### config.mk
export PLATFORM = sky130hd
export DESIGN_NAME = lcd8080_apb_bridge
export DESIGN_NICKNAME = d
export VERILOG_FILES = /design/src/rtl/lcd8080_apb_bridge.sv
export SDC_FILE = /design/constraint.sdc
export NUM_CORES = 1
export LEC_CHECK = 0
export ABC_AREA = 1
export BUFFER_PORTS_ARGS = -buffer_cell sky130_fd_sc_hd__buf_2
export CORE_ASPECT_RATIO = 0.8
export CORE_MARGIN = 4
export CORE_UTILIZATION = 61
export DETAILED_ROUTE_END_ITERATION = 10
export PLACE_DENSITY = 0.9
export REMOVE_ABC_BUFFERS = 1
export SYNTH_ARGS = -nofsm -noshare
export SYNTH_HDL_FRONTEND = slang
export SYNTH_SLANG_ARGS = --single-unit
### constraint.sdc
create_clock -name clk -period 6.55 [get_ports clk]
set_clock_uncertainty 0.05 [all_clocks]
set_input_delay 1.31 -clock clk [delete_from_list [all_inputs] [get_ports clk]]
set_output_delay 1.31 -clock clk [all_outputs]
set_load 0.01 [all_outputs]
### src/rtl/lcd8080_apb_bridge.sv
// APB slave driving an 8080-style parallel LCD bus. Writes are posted through a FIFO;
// reads stall the APB access until the panel read cycle has completed.
module lcd8080_apb_bridge #(
    parameter int unsigned DATA_W     = 16,
    parameter int unsigned FIFO_DEPTH = 4,
    parameter int unsigned CNT_W      = 8,
    parameter int unsigned RST_SETUP  = 5,
    parameter int unsigned RST_WR     = 10,
    parameter int unsigned RST_RD     = 100,
    parameter int unsigned RST_HOLD   = 10
) (
    input  logic              clk,
    input  logic              nrst,
    input  logic [31:0]       APB_paddr,
    input  logic              APB_psel,
    input  logic              APB_penable,
    input  logic              APB_pwrite,
    input  logic [31:0]       APB_pwdata,
    output logic              APB_pready,
    output logic [31:0]       APB_prdata,
    output logic              APB_pslverr,
    output logic              LCD_nrst,
    output logic              LCD_csel,
    output logic              LCD_rs,
    output logic              LCD_wr,
    output logic              LCD_rd,
    input  logic [DATA_W-1:0] LCD_data_in,
    output logic [DATA_W-1:0] LCD_data_out,
    output logic [DATA_W-1:0] LCD_data_z
);
    localparam int unsigned      PtrW     = $clog2(FIFO_DEPTH);
    localparam logic [PtrW:0]    FifoFull = (PtrW + 1)'(FIFO_DEPTH);
    localparam logic [CNT_W-1:0] CntOne   = CNT_W'(1);

    typedef enum logic [1:0] {StIdle, StSetup, StStrobe, StHold} state_e;

    state_e            state_q;
    logic [DATA_W:0]   fifo_mem [FIFO_DEPTH];
    logic [PtrW-1:0]   wptr_q, rptr_q;
    logic [PtrW:0]     level_q;
    logic [CNT_W-1:0]  t_setup_q, t_wr_q, t_rd_q, t_hold_q;
    logic [CNT_W-1:0]  lim_setup_q, lim_strobe_q, lim_hold_q, cnt_q;
    logic              is_rd_q, pready_q, pslverr_q, done_q;
    logic [31:0]       prdata_q;
    logic              csel_q, rs_q, wr_q, rd_q;
    logic [DATA_W-1:0] data_out_q, data_z_q;

    logic              apb_act, addr_err, lcd_acc, reg_acc, rd_req, fifo_empty, push, pop;
    logic              phase_done, start_wr, start_rd, busy;
    logic [CNT_W-1:0]  lim_cur;
    logic [DATA_W:0]   head;
    logic [31:0]       timing_rd, status_rd;
    logic              unused_addr;

    // A programmed count of zero still yields one cycle.
    function automatic logic [CNT_W-1:0] eff(input logic [CNT_W-1:0] n);
        return (n == '0) ? CntOne : n;
    endfunction

    always_comb begin
        apb_act    = APB_psel && APB_penable && !pready_q && !done_q;
        addr_err   = |APB_paddr[31:4];
        lcd_acc    = apb_act && !addr_err && !APB_paddr[3];
        reg_acc    = apb_act && (addr_err || APB_paddr[3]);
        rd_req     = lcd_acc && !APB_pwrite;
        fifo_empty = (level_q == '0);
        head       = fifo_mem[rptr_q];
        case (state_q)
            StSetup:  lim_cur = lim_setup_q;
            StStrobe: lim_cur = lim_strobe_q;
            default:  lim_cur = lim_hold_q;
        endcase
        phase_done = (cnt_q >= lim_cur);
        pop        = (state_q == StSetup) && !is_rd_q && phase_done;
        // A full FIFO still accepts a push in the cycle an entry leaves.
        push       = lcd_acc && APB_pwrite && ((level_q != FifoFull) || pop);
        start_wr   = !fifo_empty &&
                     ((state_q == StIdle) || ((state_q == StHold) && phase_done));
        start_rd   = (state_q == StIdle) && fifo_empty && rd_req;
        busy       = (state_q != StIdle) || !fifo_empty;
        timing_rd  = {8'(t_hold_q), 8'(t_rd_q), 8'(t_wr_q), 8'(t_setup_q)};
        status_rd  = 32'(level_q);
        status_rd[31] = busy;
    end

    assign unused_addr = ^APB_paddr[1:0];

    always_ff @(posedge clk) begin
        if (push) fifo_mem[wptr_q] <= {APB_paddr[2], APB_pwdata[DATA_W-1:0]};
    end

    always_ff @(posedge clk or negedge nrst) begin
        if (!nrst) begin
            state_q      <= StIdle;
            wptr_q       <= '0;
            rptr_q       <= '0;
            level_q      <= '0;
            t_setup_q    <= CNT_W'(RST_SETUP);
            t_wr_q       <= CNT_W'(RST_WR);
            t_rd_q       <= CNT_W'(RST_RD);
            t_hold_q     <= CNT_W'(RST_HOLD);
            lim_setup_q  <= CntOne;
            lim_strobe_q <= CntOne;
            lim_hold_q   <= CntOne;
            cnt_q        <= CntOne;
            is_rd_q      <= 1'b0;
            pready_q     <= 1'b0;
            pslverr_q    <= 1'b0;
            done_q       <= 1'b0;
            prdata_q     <= '0;
            csel_q       <= 1'b1;
            rs_q         <= 1'b0;
            wr_q         <= 1'b1;
            rd_q         <= 1'b1;
            data_out_q   <= '0;
            data_z_q     <= '1;
        end else begin
            pready_q  <= 1'b0;
            pslverr_q <= 1'b0;
            if (!APB_penable) begin
                done_q <= 1'b0;
            end else if (pready_q) begin
                done_q <= 1'b1;
            end

            if (reg_acc) begin
                pready_q  <= 1'b1;
                pslverr_q <= addr_err;
                if (!addr_err && !APB_pwrite) begin
                    prdata_q <= APB_paddr[2] ? status_rd : timing_rd;
                end else if (!addr_err && !APB_paddr[2]) begin
                    t_setup_q <= CNT_W'(APB_pwdata[7:0]);
                    t_wr_q    <= CNT_W'(APB_pwdata[15:8]);
                    t_rd_q    <= CNT_W'(APB_pwdata[23:16]);
                    t_hold_q  <= CNT_W'(APB_pwdata[31:24]);
                end
            end

            if (push) begin
                wptr_q   <= wptr_q + 1'b1;
                pready_q <= 1'b1;
            end
            if (pop) rptr_q <= rptr_q + 1'b1;
            if (push && !pop) begin
                level_q <= level_q + 1'b1;
            end else if (pop && !push) begin
                level_q <= level_q - 1'b1;
            end

            case (state_q)
                StIdle: begin
                    csel_q   <= 1'b1;
                    data_z_q <= '1;
                end
                StSetup: begin
                    if (phase_done) begin
                        state_q <= StStrobe;
                        cnt_q   <= CntOne;
                        if (is_rd_q) rd_q <= 1'b0;
                        else         wr_q <= 1'b0;
                    end else if (cnt_q != '1) begin
                        cnt_q <= cnt_q + 1'b1;
                    end
                end
                StStrobe: begin
                    if (phase_done) begin
                        state_q <= StHold;
                        cnt_q   <= CntOne;
                        wr_q    <= 1'b1;
                        rd_q    <= 1'b1;
                        if (is_rd_q) begin
                            prdata_q <= 32'(LCD_data_in);
                            pready_q <= 1'b1;
                        end
                    end else if (cnt_q != '1) begin
                        cnt_q <= cnt_q + 1'b1;
                    end
                end
                default: begin
                    if (phase_done) begin
                        state_q <= StIdle;
                        cnt_q   <= CntOne;
                    end else if (cnt_q != '1) begin
                        cnt_q <= cnt_q + 1'b1;
                    end
                end
            endcase

            // Timing fields are captured per access so TIMING writes never disturb one in flight.
            if (start_wr || start_rd) begin
                state_q      <= StSetup;
                cnt_q        <= CntOne;
                csel_q       <= 1'b0;
                is_rd_q      <= start_rd;
                lim_setup_q  <= eff(t_setup_q);
                lim_strobe_q <= eff(start_rd ? t_rd_q : t_wr_q);
                lim_hold_q   <= eff(t_hold_q);
                if (start_wr) begin
                    rs_q       <= head[DATA_W];
                    data_out_q <= head[DATA_W-1:0];
                    data_z_q   <= '0;
                end else begin
                    rs_q <= APB_paddr[2];
                end
            end
        end
    end

    assign APB_pready   = pready_q;
    assign APB_prdata   = prdata_q;
    assign APB_pslverr  = pslverr_q;
    assign LCD_nrst     = nrst;
    assign LCD_csel     = csel_q;
    assign LCD_rs       = rs_q;
    assign LCD_wr       = wr_q;
    assign LCD_rd       = rd_q;
    assign LCD_data_out = data_out_q;
    assign LCD_data_z   = data_z_q;

endmodule

==> flow_summary.yaml <==
grt:
  antenna_found_initial: 0
  grt_pass1_vias: 7461
  top_usage_layer: "met2"
  grt_use_met3_pct: 5.553
  grt_max_degree: 85
  grt_pass1_wl_mm: 37.94
  met2_usage_pct: 43.22
  track_usage_pct: 26.90
  grt_overflow: 0
  grt_use_met1_pct: 37.01
cts:
  post_cts_resized: 0
  h-tree-depth: 1
  cts_buffers: 21
  clock_path_buffers: 3
  cts_root_buf: "clkbuf_16"
  cts_hold_buf: 0
  postCtsSetupBuffers: 0
  clock_latency_ns: 0.49
  cts_tree: "built"
  numClockSinks: 213
  clk_pin_slew_ns: 0.07
setup_path:
  path_class: "register to register"
  worstSetupStartpoint: "state_q[0]"
  critical_path.cell_chain: "inv_1 > ha_1 > inv_1 > a21oi_1 > o21ai_0 > o21ai_0 > inv_1 > ha_1 > inv_1 > a21oi_1 > o21bai_1 > nand2_1 > nand2_1 > nand2_1 > nand2_1 > nand4_1 > nand3_1 > inv_1 > ha_1 > inv_1 > fa_1 > a21oi_1 > o21ai_0 > xor2_1"
  cp-start-kind: "register"
  reg2reg_depth: 24
  cp-endpoint: "level_q[2]"
  r2r_setup_slack_ns: 1.73
  worstPathRequired_ns: 6.87
  cp_max_fo: 13
  slowest_stage: "dfrtp_1"
  end_kind: "register"
  rr_endpoint: "level_q[2]"
  r2r_start: "state_q[0]"
  arrival_ns: 5.14
  critPathMaxStageDelay_ns: 0.40
  crit_top_cell: "inv_1"
placement:
  gp_congestion: 0.8668
  port_buffers: 153
  dp_hpwl_mm: 15.21
power_and_ir_drop:
  pwr-share-comb_pct: 2.7
  switching_share_pct: 21.03
  p_per_area_nw_per_um2: 238.2
  power.clock.fraction_pct: 44.7
  leakage_nw: 5.283
  pwr-share-seq_pct: 52.6
  cellInternalPower_mw: 2.067
  ir_drop_uv: 197.6
  p_sw_mw: 0.5503
drt:
  drc: 0
  first_pass_iters: 6
  viasPerCell: 5.711
  vias: 7544
  wirelength_mm: 23.86
  wl_per_cell_um: 18.06
  drtIter0Drc: 824
  antenna_left: 0
finish:
  layout_common_cells: "195 x nor2_1, 152 x buf_2, 118 x nand2_1"
  antenna_cells: 0
  fill_cells: 975
  final_common_cell: "nor2_1"
  layout-drive-gt1-share_pct: 23.67
  final_core_util_pct: 72.92
  fin_nets: 1201
  syn2layout_area_growth_pct: 16.48
floorplan:
  fp-row-count: 40
  io_pins: 156
  start_util_pct: 62.61
  die_area_um2: 17530
  coreArea_um2: 15060
  die_w_um: 147.0
  die_y_um: 119.2
synthesis:
  yosysUniqueCellTypes: 42
  avgSynthCellArea_um2: 9.845
  yosysSeqAreaShare_pct: 60.55
  synth-seq-cells: 213
  yosysWarnings: 0
  synth_area_um2: 9432
  syn_inst: 958
hold_path:
  hold_path_startpoint: "lim_hold_q[0]"
  min_path_type: "register to register"
timing:
  hold_viol: 0
  setup_tns_ns: 0
  fin_crit_sh_pct: 73.53
  max_freq_mhz: 207.6
  setup-violations-final: 0
  worstMarginPinSlew_ns: 1.229
  min_period_ns: 4.816
  drv_slew: 0
  rsz0062_at_grt: "no"
  hold_ws_ns: 0.4291
  max_slew_margin_pct: 18.06
run_status:
  status: "completed"
flow_run:
  cap_violations: 0
critical path, delay by kind of cell (launching register included):
kind	cells	cell delay, ns
buf+inv	6	0.74
xor+xnor	1	0.16
fa+ha+maj	4	1.22
flops	1	0.40
compound gates	7	0.89
simple gates	6	1.22
sequential cells by signal, summed over array words and instances (netlist names), 2 cells and up:
signal	count
fifo_mem	68
lim_hold_q	8
t_setup_q	8
lim_strobe_q	8
state_q	2
level_q	3
wptr_q	2
LCD_data_z	16
t_hold_q	8
APB_prdata	32
cnt_q	8
rptr_q	2
lim_setup_q	8
t_wr_q	8
t_rd_q	8
LCD_data_out	16
cell type report:
cell class | instances | area [um^2] | area share (%)
Tap cell | 210 | 262.8 | 2.392
Multi-Input combinational cell | 615 | 3203 | 29.16
Clock buffer | 27 | 578.1 | 5.262
Sequential cell | 213 | 5710 | 51.98
Inverter | 87 | 329.1 | 2.995
Clock inverter | 10 | 85.08 | 0.7745
Timing Repair Buffer | 159 | 817.0 | 7.437
Yosys cell counts:
cell type,number,area (um^2)
mux2_1,10,112.6
dfrtp_1,113,2828
a21boi_1,1,7.510
and2_0,2,12.51
o21ai_1,1,5.000
buf_1,3,11.26
buf_4,6,45.04
o22ai_1,1,6.260
dfstp_2,32,840.8
nand2_1,118,442.9
xor2_1,8,70.07
nand4_1,4,25.02
nor2_4,2,22.52
nor2_1,198,743.2
ha_1,18,225.2
a21oi_1,50,250.2
inv_2,2,7.510
o21bai_1,1,7.510
clkbuf_1,20,75.07
nand3_1,27,135.1
nand3b_1,2,15.01
nor4_1,2,12.51
nand4_4,1,21.27
mux2_2,22,247.7
clkinv_1,2,7.510
o21ai_2,2,17.52
inv_1,82,307.8
nand4_2,1,12.51
o21ai_0,111,555.5
buf_2,13,65.06
or4_1,1,7.510
edfxtp_1,68,2042
xnor2_1,2,17.52
nand2_4,2,22.52
a31oi_1,18,112.6
nor3_1,4,20.02
o211ai_1,3,22.52
nor2_2,1,6.260
o21a_1,1,7.510
fa_1,1,20.02
buf_6,1,11.26
inv_4,1,6.260
metal layers:
layer / wire length (um) / vias up
met5: 0 / -
met4: 727 / 0
met3: 2199 / 71
met2: 11120 / 421
met1: 9811 / 3610
li1: - / 3442
cells by family after synthesis:
| group | after synthesis | share of synthesized area (%) |
|---|---|---|
| AOI/OAI and AO/OA | 189 | 10.52 |
| xor gates and xnor gates | 10 | 0.9287 |
| adders and majority gates | 19 | 2.600 |
| buffers and inverters | 130 | 5.691 |
| DFF | 213 | 60.55 |
| muxes | 32 | 3.821 |
| and+or+nand+nor | 365 | 15.89 |
power by group through the flow:
stage	sequential [mW]	combinational, mW	clock, mW
3_3_place_gp	1.40	0.0686	0
2_1_floorplan	1.40	0.0124	0
4_1_cts	1.38	0.0713	1.18
6_report	1.38	0.0704	1.17
3_5_place_dp	1.40	0.0709	0
5_1_grt	1.38	0.0794	1.24
per-stage QoR:
step                cells  setup slack [ns]  instance area, um^2  total power, mW
CTS                  1321             1.894                10990            2.628
global route         1321             1.530                10990            2.697
detailed placement   1284             2.058                10320            1.474
finish               1321             1.734                10990            2.617
floorplan             915             2.299                 9224            1.416
global placement     1284             2.221                10320            1.471
worst min path at each step:
stage | cells after the start | slack, ns | end
floorplan | 2 | 0.39 | lim_hold_q[7]
global placement | 2 | 0.40 | lim_hold_q[7]
detailed placement | 2 | 0.41 | lim_hold_q[7]
CTS | 2 | 0.43 | lim_hold_q[0]
global route | 2 | 0.44 | lim_hold_q[0]
finish | 2 | 0.43 | lim_hold_q[0]
Note: power is estimated with default switching activity, not from simulation.
